`config.mk`:
```
export PLATFORM = sky130hd
export DESIGN_NAME = nvram_uploader
export DESIGN_NICKNAME = d
export VERILOG_FILES = /design/src/rtl/nvram_pkg.sv /design/src/rtl/nvram_uploader.sv
export SDC_FILE = /design/constraint.sdc
export NUM_CORES = 1
export LEC_CHECK = 0
export ABC_AREA = 1
export BUFFER_PORTS_ARGS = -buffer_cell sky130_fd_sc_hd__buf_2
export CORE_AREA = 10 10 85 87
export DETAILED_ROUTE_END_ITERATION = 10
export DIE_AREA = 0 0 95 97
export GPL_TIMING_DRIVEN = 0
export PLACE_DENSITY = 0.78
export RECOVER_POWER = 50
export SYNTH_ARGS = -nofsm -noshare
export SYNTH_HDL_FRONTEND = slang
export SYNTH_SLANG_ARGS = --single-unit
```
`constraint.sdc`:
```
create_clock -name clk_sys -period 2.43 [get_ports clk_sys]
set_clock_uncertainty 0.1 [all_clocks]
set_input_delay 0.486 -clock clk_sys [delete_from_list [all_inputs] [get_ports clk_sys]]
set_output_delay 0.486 -clock clk_sys [all_outputs]
set_load 0.05 [all_outputs]
```
`src/rtl/nvram_pkg.sv`:
```
// rtl/nvram_pkg.sv - shared types and constants for the NVRAM upload path
package nvram_pkg;

    typedef enum logic [1:0] {
        IDLE,
        ISSUE,
        WAIT
    } state_t;

    localparam logic [7:0] OOR_BYTE      = 8'hFF;
    localparam logic [7:0] DEFAULT_INDEX = 8'hFF;

endpackage

```
`src/rtl/nvram_uploader.sv`:
```
// rtl/nvram_uploader.sv - NVRAM read engine for data_io save upload with dirty tracking
// Optional: NVRAM_CHECKSUM_EN appends a two's-complement checksum byte at address 2^AW.
module nvram_uploader
    import nvram_pkg::*;
#(
    parameter int         AW    = 9,
    parameter logic [7:0] INDEX = DEFAULT_INDEX
) (
    input  logic          clk_sys,
    input  logic          reset_n,
    input  logic          ioctl_upload,
    input  logic [7:0]    ioctl_index,
    input  logic [24:0]   ioctl_addr,
    output logic [7:0]    ioctl_din,
    output logic [AW-1:0] ram_a,
    input  logic [7:0]    ram_q,
    input  logic          cpu_we,
    input  logic [AW-1:0] cpu_a,
    input  logic [7:0]    cpu_d,
    output logic          busy,
    output logic          dirty,
    output logic          upl_done
);

    localparam logic [24:0] NV_SIZE = 25'(2 ** AW);
`ifdef NVRAM_CHECKSUM_EN
    localparam logic [24:0] FINAL_ADDR = NV_SIZE;
`else
    localparam logic [24:0] FINAL_ADDR = NV_SIZE - 25'd1;
`endif

    state_t        state, state_nx;
    logic          active, active_q, rise, fall;
    logic          capture, fwd, req_in_range;
    logic [24:0]   last_addr;
    logic [AW-1:0] ram_a_q;
    logic          seen_last;
    logic [7:0]    cap_byte;

    assign active       = ioctl_upload && (ioctl_index == INDEX);
    assign rise         = active && !active_q;
    assign fall         = !active && active_q;
    assign capture      = (state == WAIT) && active;
    assign fwd          = cpu_we && (cpu_a == ram_a_q);
    assign req_in_range = ioctl_addr < NV_SIZE;
    assign busy         = (state != IDLE);

    // Address is presented combinationally in ISSUE so the RAM's registered read lands in WAIT.
    assign ram_a = (state == ISSUE && active && req_in_range) ? ioctl_addr[AW-1:0] : ram_a_q;

`ifdef NVRAM_CHECKSUM_EN
    logic [7:0] sum;
    logic [AW:0] exp_next;
    logic        sum_bad;
    logic        seq_ok;

    assign seq_ok = !sum_bad && (25'(exp_next) == NV_SIZE);

    always_ff @(posedge clk_sys or negedge reset_n) begin
        if (!reset_n) begin
            sum      <= 8'h00;
            exp_next <= '0;
            sum_bad  <= 1'b0;
        end else if (rise) begin
            sum      <= 8'h00;
            exp_next <= '0;
            sum_bad  <= 1'b0;
        end else if (capture && last_addr < NV_SIZE) begin
            if (last_addr == 25'(exp_next)) begin
                sum      <= sum + cap_byte;
                exp_next <= exp_next + 1'b1;
            end else begin
                sum_bad <= 1'b1;
            end
        end
    end
`endif

    always_comb begin
        cap_byte = OOR_BYTE;
        if (last_addr < NV_SIZE) begin
            cap_byte = fwd ? cpu_d : ram_q;
        end
`ifdef NVRAM_CHECKSUM_EN
        else if (last_addr == NV_SIZE) begin
            cap_byte = seq_ok ? (8'h00 - sum) : 8'h00;
        end
`endif
    end

    always_comb begin
        state_nx = state;
        case (state)
            IDLE:    if (active && (rise || ioctl_addr != last_addr)) state_nx = ISSUE;
            ISSUE:   state_nx = active ? WAIT : IDLE;
            WAIT:    state_nx = IDLE;
            default: state_nx = IDLE;
        endcase
    end

    always_ff @(posedge clk_sys or negedge reset_n) begin
        if (!reset_n) begin
            state <= IDLE;
        end else begin
            state <= state_nx;
        end
    end

    always_ff @(posedge clk_sys or negedge reset_n) begin
        if (!reset_n) begin
            active_q  <= 1'b0;
            last_addr <= '1;
            ram_a_q   <= '0;
            ioctl_din <= OOR_BYTE;
            dirty     <= 1'b0;
            upl_done  <= 1'b0;
            seen_last <= 1'b0;
        end else begin
            active_q <= active;
            upl_done <= fall && seen_last;
            // A CPU write in the clear cycle must keep the save marked stale.
            if (cpu_we) begin
                dirty <= 1'b1;
            end else if (fall && seen_last) begin
                dirty <= 1'b0;
            end
            if (state == ISSUE && active) begin
                last_addr <= ioctl_addr;
                if (req_in_range) ram_a_q <= ioctl_addr[AW-1:0];
            end
            if (rise) begin
                seen_last <= 1'b0;
            end else if (capture && last_addr == FINAL_ADDR) begin
                seen_last <= 1'b1;
            end
            if (capture) ioctl_din <= cap_byte;
        end
    end

endmodule

```
Word level (Yosys, flattened, before mapping)

Index checks and enable logic that the tools add are counted.

Magnitude comparators: 2
Reduce and logical (&&, ||, !) cells: 18
Mux-type cells: 10
Equality and inequality tests: 7

Operators with widths:

| kind                                                                           | count |
|---|---|
| 25-bit by 10-bit less-than comparator with 1-bit output, second input constant | 2 |
| 25-bit by 9-bit == test with 1-bit output, second input constant               | 1 |
| 25-bit inequality test                                                         | 1 |
| 8-bit 2-to-1 mux                                                               | 2 |
| 1-bit logical AND                                                              | 10 |
| 9-bit == test                                                                  | 1 |
| 9-bit 2-to-1 mux                                                               | 1 |
| 8-bit == test, second input constant                                           | 1 |
| 2-bit nonzero test                                                             | 3 |
| 1-bit 2-to-1 mux                                                               | 4 |
| 2-bit 2-to-1 mux                                                               | 2 |
| 2-bit case mux with 2 select lines                                             | 1 |
| 2-bit by 1-bit == test with 1-bit output, second input constant                | 1 |
| 2-bit == test, second input constant                                           | 1 |
| 1-bit logical NOT                                                              | 2 |
| 2-bit logical NOT                                                              | 1 |
| 2-bit inequality test, second input constant                                   | 1 |
| 2-bit AND reduction                                                            | 1 |
| 1-bit logical OR                                                               | 1 |

Output and inout bits: 20
Flip-flop bits (word level): 48
Word-level logic and storage cells: 45
Input bits: 62

Depth between registers and ports, before layout

Word-level depth: 7
Depth in mapped cells: 10
Mapped depth without buffers: 10

Worst setup path after synthesis

No wires, ideal clock.

Kind: input to output
From: input port ioctl_index[5]
To: output port ram_a[0]
Path buffers: 0
Stages on the path: 6
Data arrival time: 1.625 ns
Setup slack: 0.219 ns
Required time: 1.844 ns
Cell sequence: nand2_1 -> inv_1 -> nand3_1 -> nor4_4 -> nand3_1 -> nand2_1

Cells in the longest elaborated chain, start to end: 5

Ends and longest elaborated chain:

| what                           | line                 | RTL |
|---|---|---|
| from (decl)                    | nvram_uploader.sv:12 | `input logic [7:0] ioctl_index,` |
| 8-bit == test                  | nvram_uploader.sv:40 | `assign active = ioctl_upload && (ioctl_index == INDEX);` |
| 1-bit logical AND              | nvram_uploader.sv:40 |  |
| 1-bit logical AND (2 in a row) | nvram_uploader.sv:49 | `assign ram_a = (state == ISSUE && active && req_in_range) ? ioctl_addr[AW-1:0] : ram_a_q;` |
| 9-bit 2-to-1 mux               | nvram_uploader.sv:49 |  |
| to (decl)                      | nvram_uploader.sv:15 | `output logic [AW-1:0] ram_a,` |

No other way between the ends.

Worst setup path in the final report

From: input port ioctl_addr[24]
To: output port ram_a[4]

Cells in the longest elaborated chain, start to end: 3

Ends and longest elaborated chain:

| what                                                    | line                 | RTL |
|---|---|---|
| from (decl)                                             | nvram_uploader.sv:13 | `input logic [24:0] ioctl_addr,` |
| 25-bit by 10-bit less-than comparator with 1-bit output | nvram_uploader.sv:45 | `assign req_in_range = ioctl_addr < NV_SIZE;` |
| 1-bit logical AND                                       | nvram_uploader.sv:49 |  |
| 9-bit 2-to-1 mux                                        | nvram_uploader.sv:49 |  |

No other way between the ends.

==> summary.md <==
| Metric | Value |
|---|---|
| Status | finished clean |
| CP Launch Type | input pin |
| Sequential area share after synthesis | 44.23% |
| Initial Util | 51.33% |
| Rows | 27 |
| Number of diodes | 0 |
| Gpl congestion | 0.8346 |
| Synthesized area per cell | 7.451 µm² |
| Req. time, crit path | 1.84 ns |
| Worst R2R Path Depth | 8 |
| VDD IR-drop max | 251.2 µV |
| Overflow left after global routing | 0 |
| Antenna-violating nets left | 0 |
| FMAX | 0.4272 GHz |
| Area of placed instances | 0.003304 mm² |
| Final Hold Vio Count | 0 |
| Largest cells by area after synthesis | dfstp_2 31%, nand2_1 17%, dfrtp_1 13% |
| Clock network latency to the later pin of the worst-skew pair | 0.30 ns |
| Syn Nets | 439 |
| Hold_ws | 0.2763 ns |
| Total Wirelength | 7.515 mm |
| Max clock buf depth | 2 |
| First-pass GRT wire length | 12.21 mm |
| EDFF count, synth | 0 |
| R2r endpoint | ioctl_din[7] |
| Area fraction of the dominant cell type after synthesis | 30.87% |
| Vias in the first global route | 2641 |
| Setup CP Type | input pin to primary output |
| Hold path depth | 2 |
| Share of layout cells above drive strength 1 | 32.13% |
| Worst hold start | cpu_we |
| DR vias | 2661 |
| Mapped cell area | 0.002809 mm² |
| Largest net degree at the start of global routing | 49 |
| Seq cells post-synth | 48 |
| Syn Inst Count | 377 |
| Min Tclk post-route | 2.341 ns |
| Reg2Reg Launch Point | state[0] |
| Total GRT Usage | 16.09% |
| Critical path peak fanout | 10 |
| H-tree depth | 2 |
| CTS tree | done |
| Die footprint | 0.009215 mm² |
| Rel. slew slack | 22.42% |
| Unrepaired setup endpoints after global routing | false |
| Post-DP HPWL | 5.820 mm |
| CTS root buf | clkbuf_8 |
| Cts bufs inserted | 5 |
| Arr. time, crit path | 1.76 ns |
| Nets@finish | 531 |
| Ports | 82 |
| Synth area leader | dfstp_2 |
| Pwr dens | 413.6 mW/mm² |
| Initial antenna violation count | 0 |
| Drt via density | 4.910 |
| LEAKAGE | 1.871 nW |
| Async SR Flop Fraction | 100.0% |
| Setup crit end kind | primary output |
| Pins Over Slew Limit | 0 |
| TritonRoute pass-1 iters | 4 |
| Final period utilization | 96.34% |
| Die X | 95 µm |
| Slew at the pin closest to its max-slew limit | 1.164 ns |
| Commonest cells post-synth | 126 x nand2_1, 56 x inv_1, 33 x dfstp_2 |
| Worst Hold Endpoint | dirty |
| Clock Sinks | 48 |
| Endpoints failing setup | 0 |
| Most common cell in the netlist | nand2_1 |
| Cell variety after synth | 29 |
| Area grow syn2layout | 24.41% |
| Design Area, Final | 0.003495 mm² |
| Worst min path class | input pin to register |
| Initial detailed-routing violation count | 112 |
| Max-Cap Viols | 0 |
| Synthesis Warnings | 0 |
| Synth Flop Type | dfstp_2 |
| Clk slew on worst S/H paths | 0.09 ns |
| Die height | 97 µm |
| R2r setup slk | 0.58 ns |
| Port Buf Inserts | 81 |
| Core area | 0.005473 mm² |
| Routed len/inst | 13.87 µm |
| DRC | 0 |
[critical path, stage by stage]
cell and delay (ns):
buf_2 0.11, nor4_1 0.33, nand2_1 0.15, nor2_4 0.12, buf_12 0.14, nand2_4 0.08, nand2_1 0.07, nand2_1 0.07
buf_4 0.19
[placed cells by master (no fill, tap or decap)]
cell / Yosys / routed
nand2_1: 126 / 125
buf_2: 2 / 70
inv_1: 56 / 56
dfstp_2: 33 / 33
nand3_1: 32 / 32
nor2_1: 29 / 30
o21ai_0: 17 / 17
dfrtp_1: 15 / 14
xor2_1: 10 / 10
or2_2: 9 / 9
o21bai_1: 8 / 8
buf_6: 1 / 7
xnor2_1: 6 / 6
clkbuf_8: 0 / 6
nor3_1: 4 / 5
buf_4: 1 / 5
nor4_1: 4 / 4
clkbuf_1: 0 / 4
nor2_2: 4 / 3
inv_2: 3 / 3
nand4_1: 3 / 3
o22ai_1: 3 / 3
nor2_4: 2 / 2
nand2_2: 1 / 2
o21ai_2: 2 / 2
buf_12: 0 / 2
nand3_2: 0 / 1
nor4_4: 1 / 1
nand2_4: 1 / 1
a21o_1: 1 / 1
a21oi_1: 1 / 1
clkinvlp_4: 0 / 1
clkbuf_16: 0 / 1
clkbuf_2: 0 / 1
dfrtp_2: 0 / 1
[cells by family (layout without fill, tap and decap cells)]
family	after synthesis	count (layout)	share of synthesized area (%)
xor+xnor	16	16	4.989
compound gates	32	32	6.904
simple gates	218	218	34.97
buf+inv	63	156	8.909
flops	48	48	44.23
[worst max path at each step]
stage,from,to,slack [ns],depth (start not counted)
after floorplan,ioctl_index[5],ram_a[0],0.22,6
after global placement,ioctl_addr[24],ram_a[5],-0.20,8
after detailed placement,ioctl_addr[24],ram_a[0],-0.20,8
after CTS,state[1],ram_a[8],0.004,8
after global routing,ioctl_addr[12],ram_a[2],0.01,9
final,ioctl_addr[24],ram_a[4],0.09,9
[report_power, final]
group	switching (mW)	internal (mW)	total, mW
sequential	0.00133	0.804	0.805
clock	0.265	0.232	0.497
combinational	0.0827	0.0602	0.143
[final cells by class]
type,instances,area (µm²)
clock inverters,1,7.507
plain buffers,4,27.53
inverters,59,221.5
well taps,72,90.09
multi-input cells,266,1297
clock buffers,7,86.33
fillers,492,1978
repair buffers,85,520.5
flip-flops and latches,48,1244
[per-layer routing]
metal | GRT usage (%) | wire length [µm] | vias up
met5 | 0 | 0 | -
met4 | 3.661 | 40 | 0
met3 | 4.857 | 501 | 4
met2 | 26.58 | 3771 | 65
met1 | 19.90 | 3202 | 1244
li1 | - | - | 1348
[registers in the layout, summed over array words and instances (netlist names)]
signal and cells:
upl_done 1, ioctl_din 8, last_addr 25, dirty 1, state 2, active_q 1, ram_a_q 9, seen_last 1
[metrics by stage]
stage | power, mW | setup WS (ns) | utilization, % | TNS, ns | std cells
6_report | 1.445 | 0.08895 | 63.85 | 0 | 542
3_5_place_dp | 0.9624 | -0.2032 | 60.38 | -1.718 | 530
4_1_cts | 1.461 | 0.003760 | 63.10 | 0 | 540
3_3_place_gp | 0.9583 | -0.1985 | 60.38 | -1.671 | 530
5_1_grt | 1.515 | 0.009847 | 63.85 | 0 | 542
2_1_floorplan | 0.8698 | 0.2190 | - | 0 | 377
[repair_timing]
item	in CTS	in global routing
pin swaps	2	1
cloned	0	1
gates resized for setup	5	20
buffers inserted	2	1
hold buffers	0	0
setup endpoints to repair	9	9
Note: power is estimated with default switching activity, not from simulation.
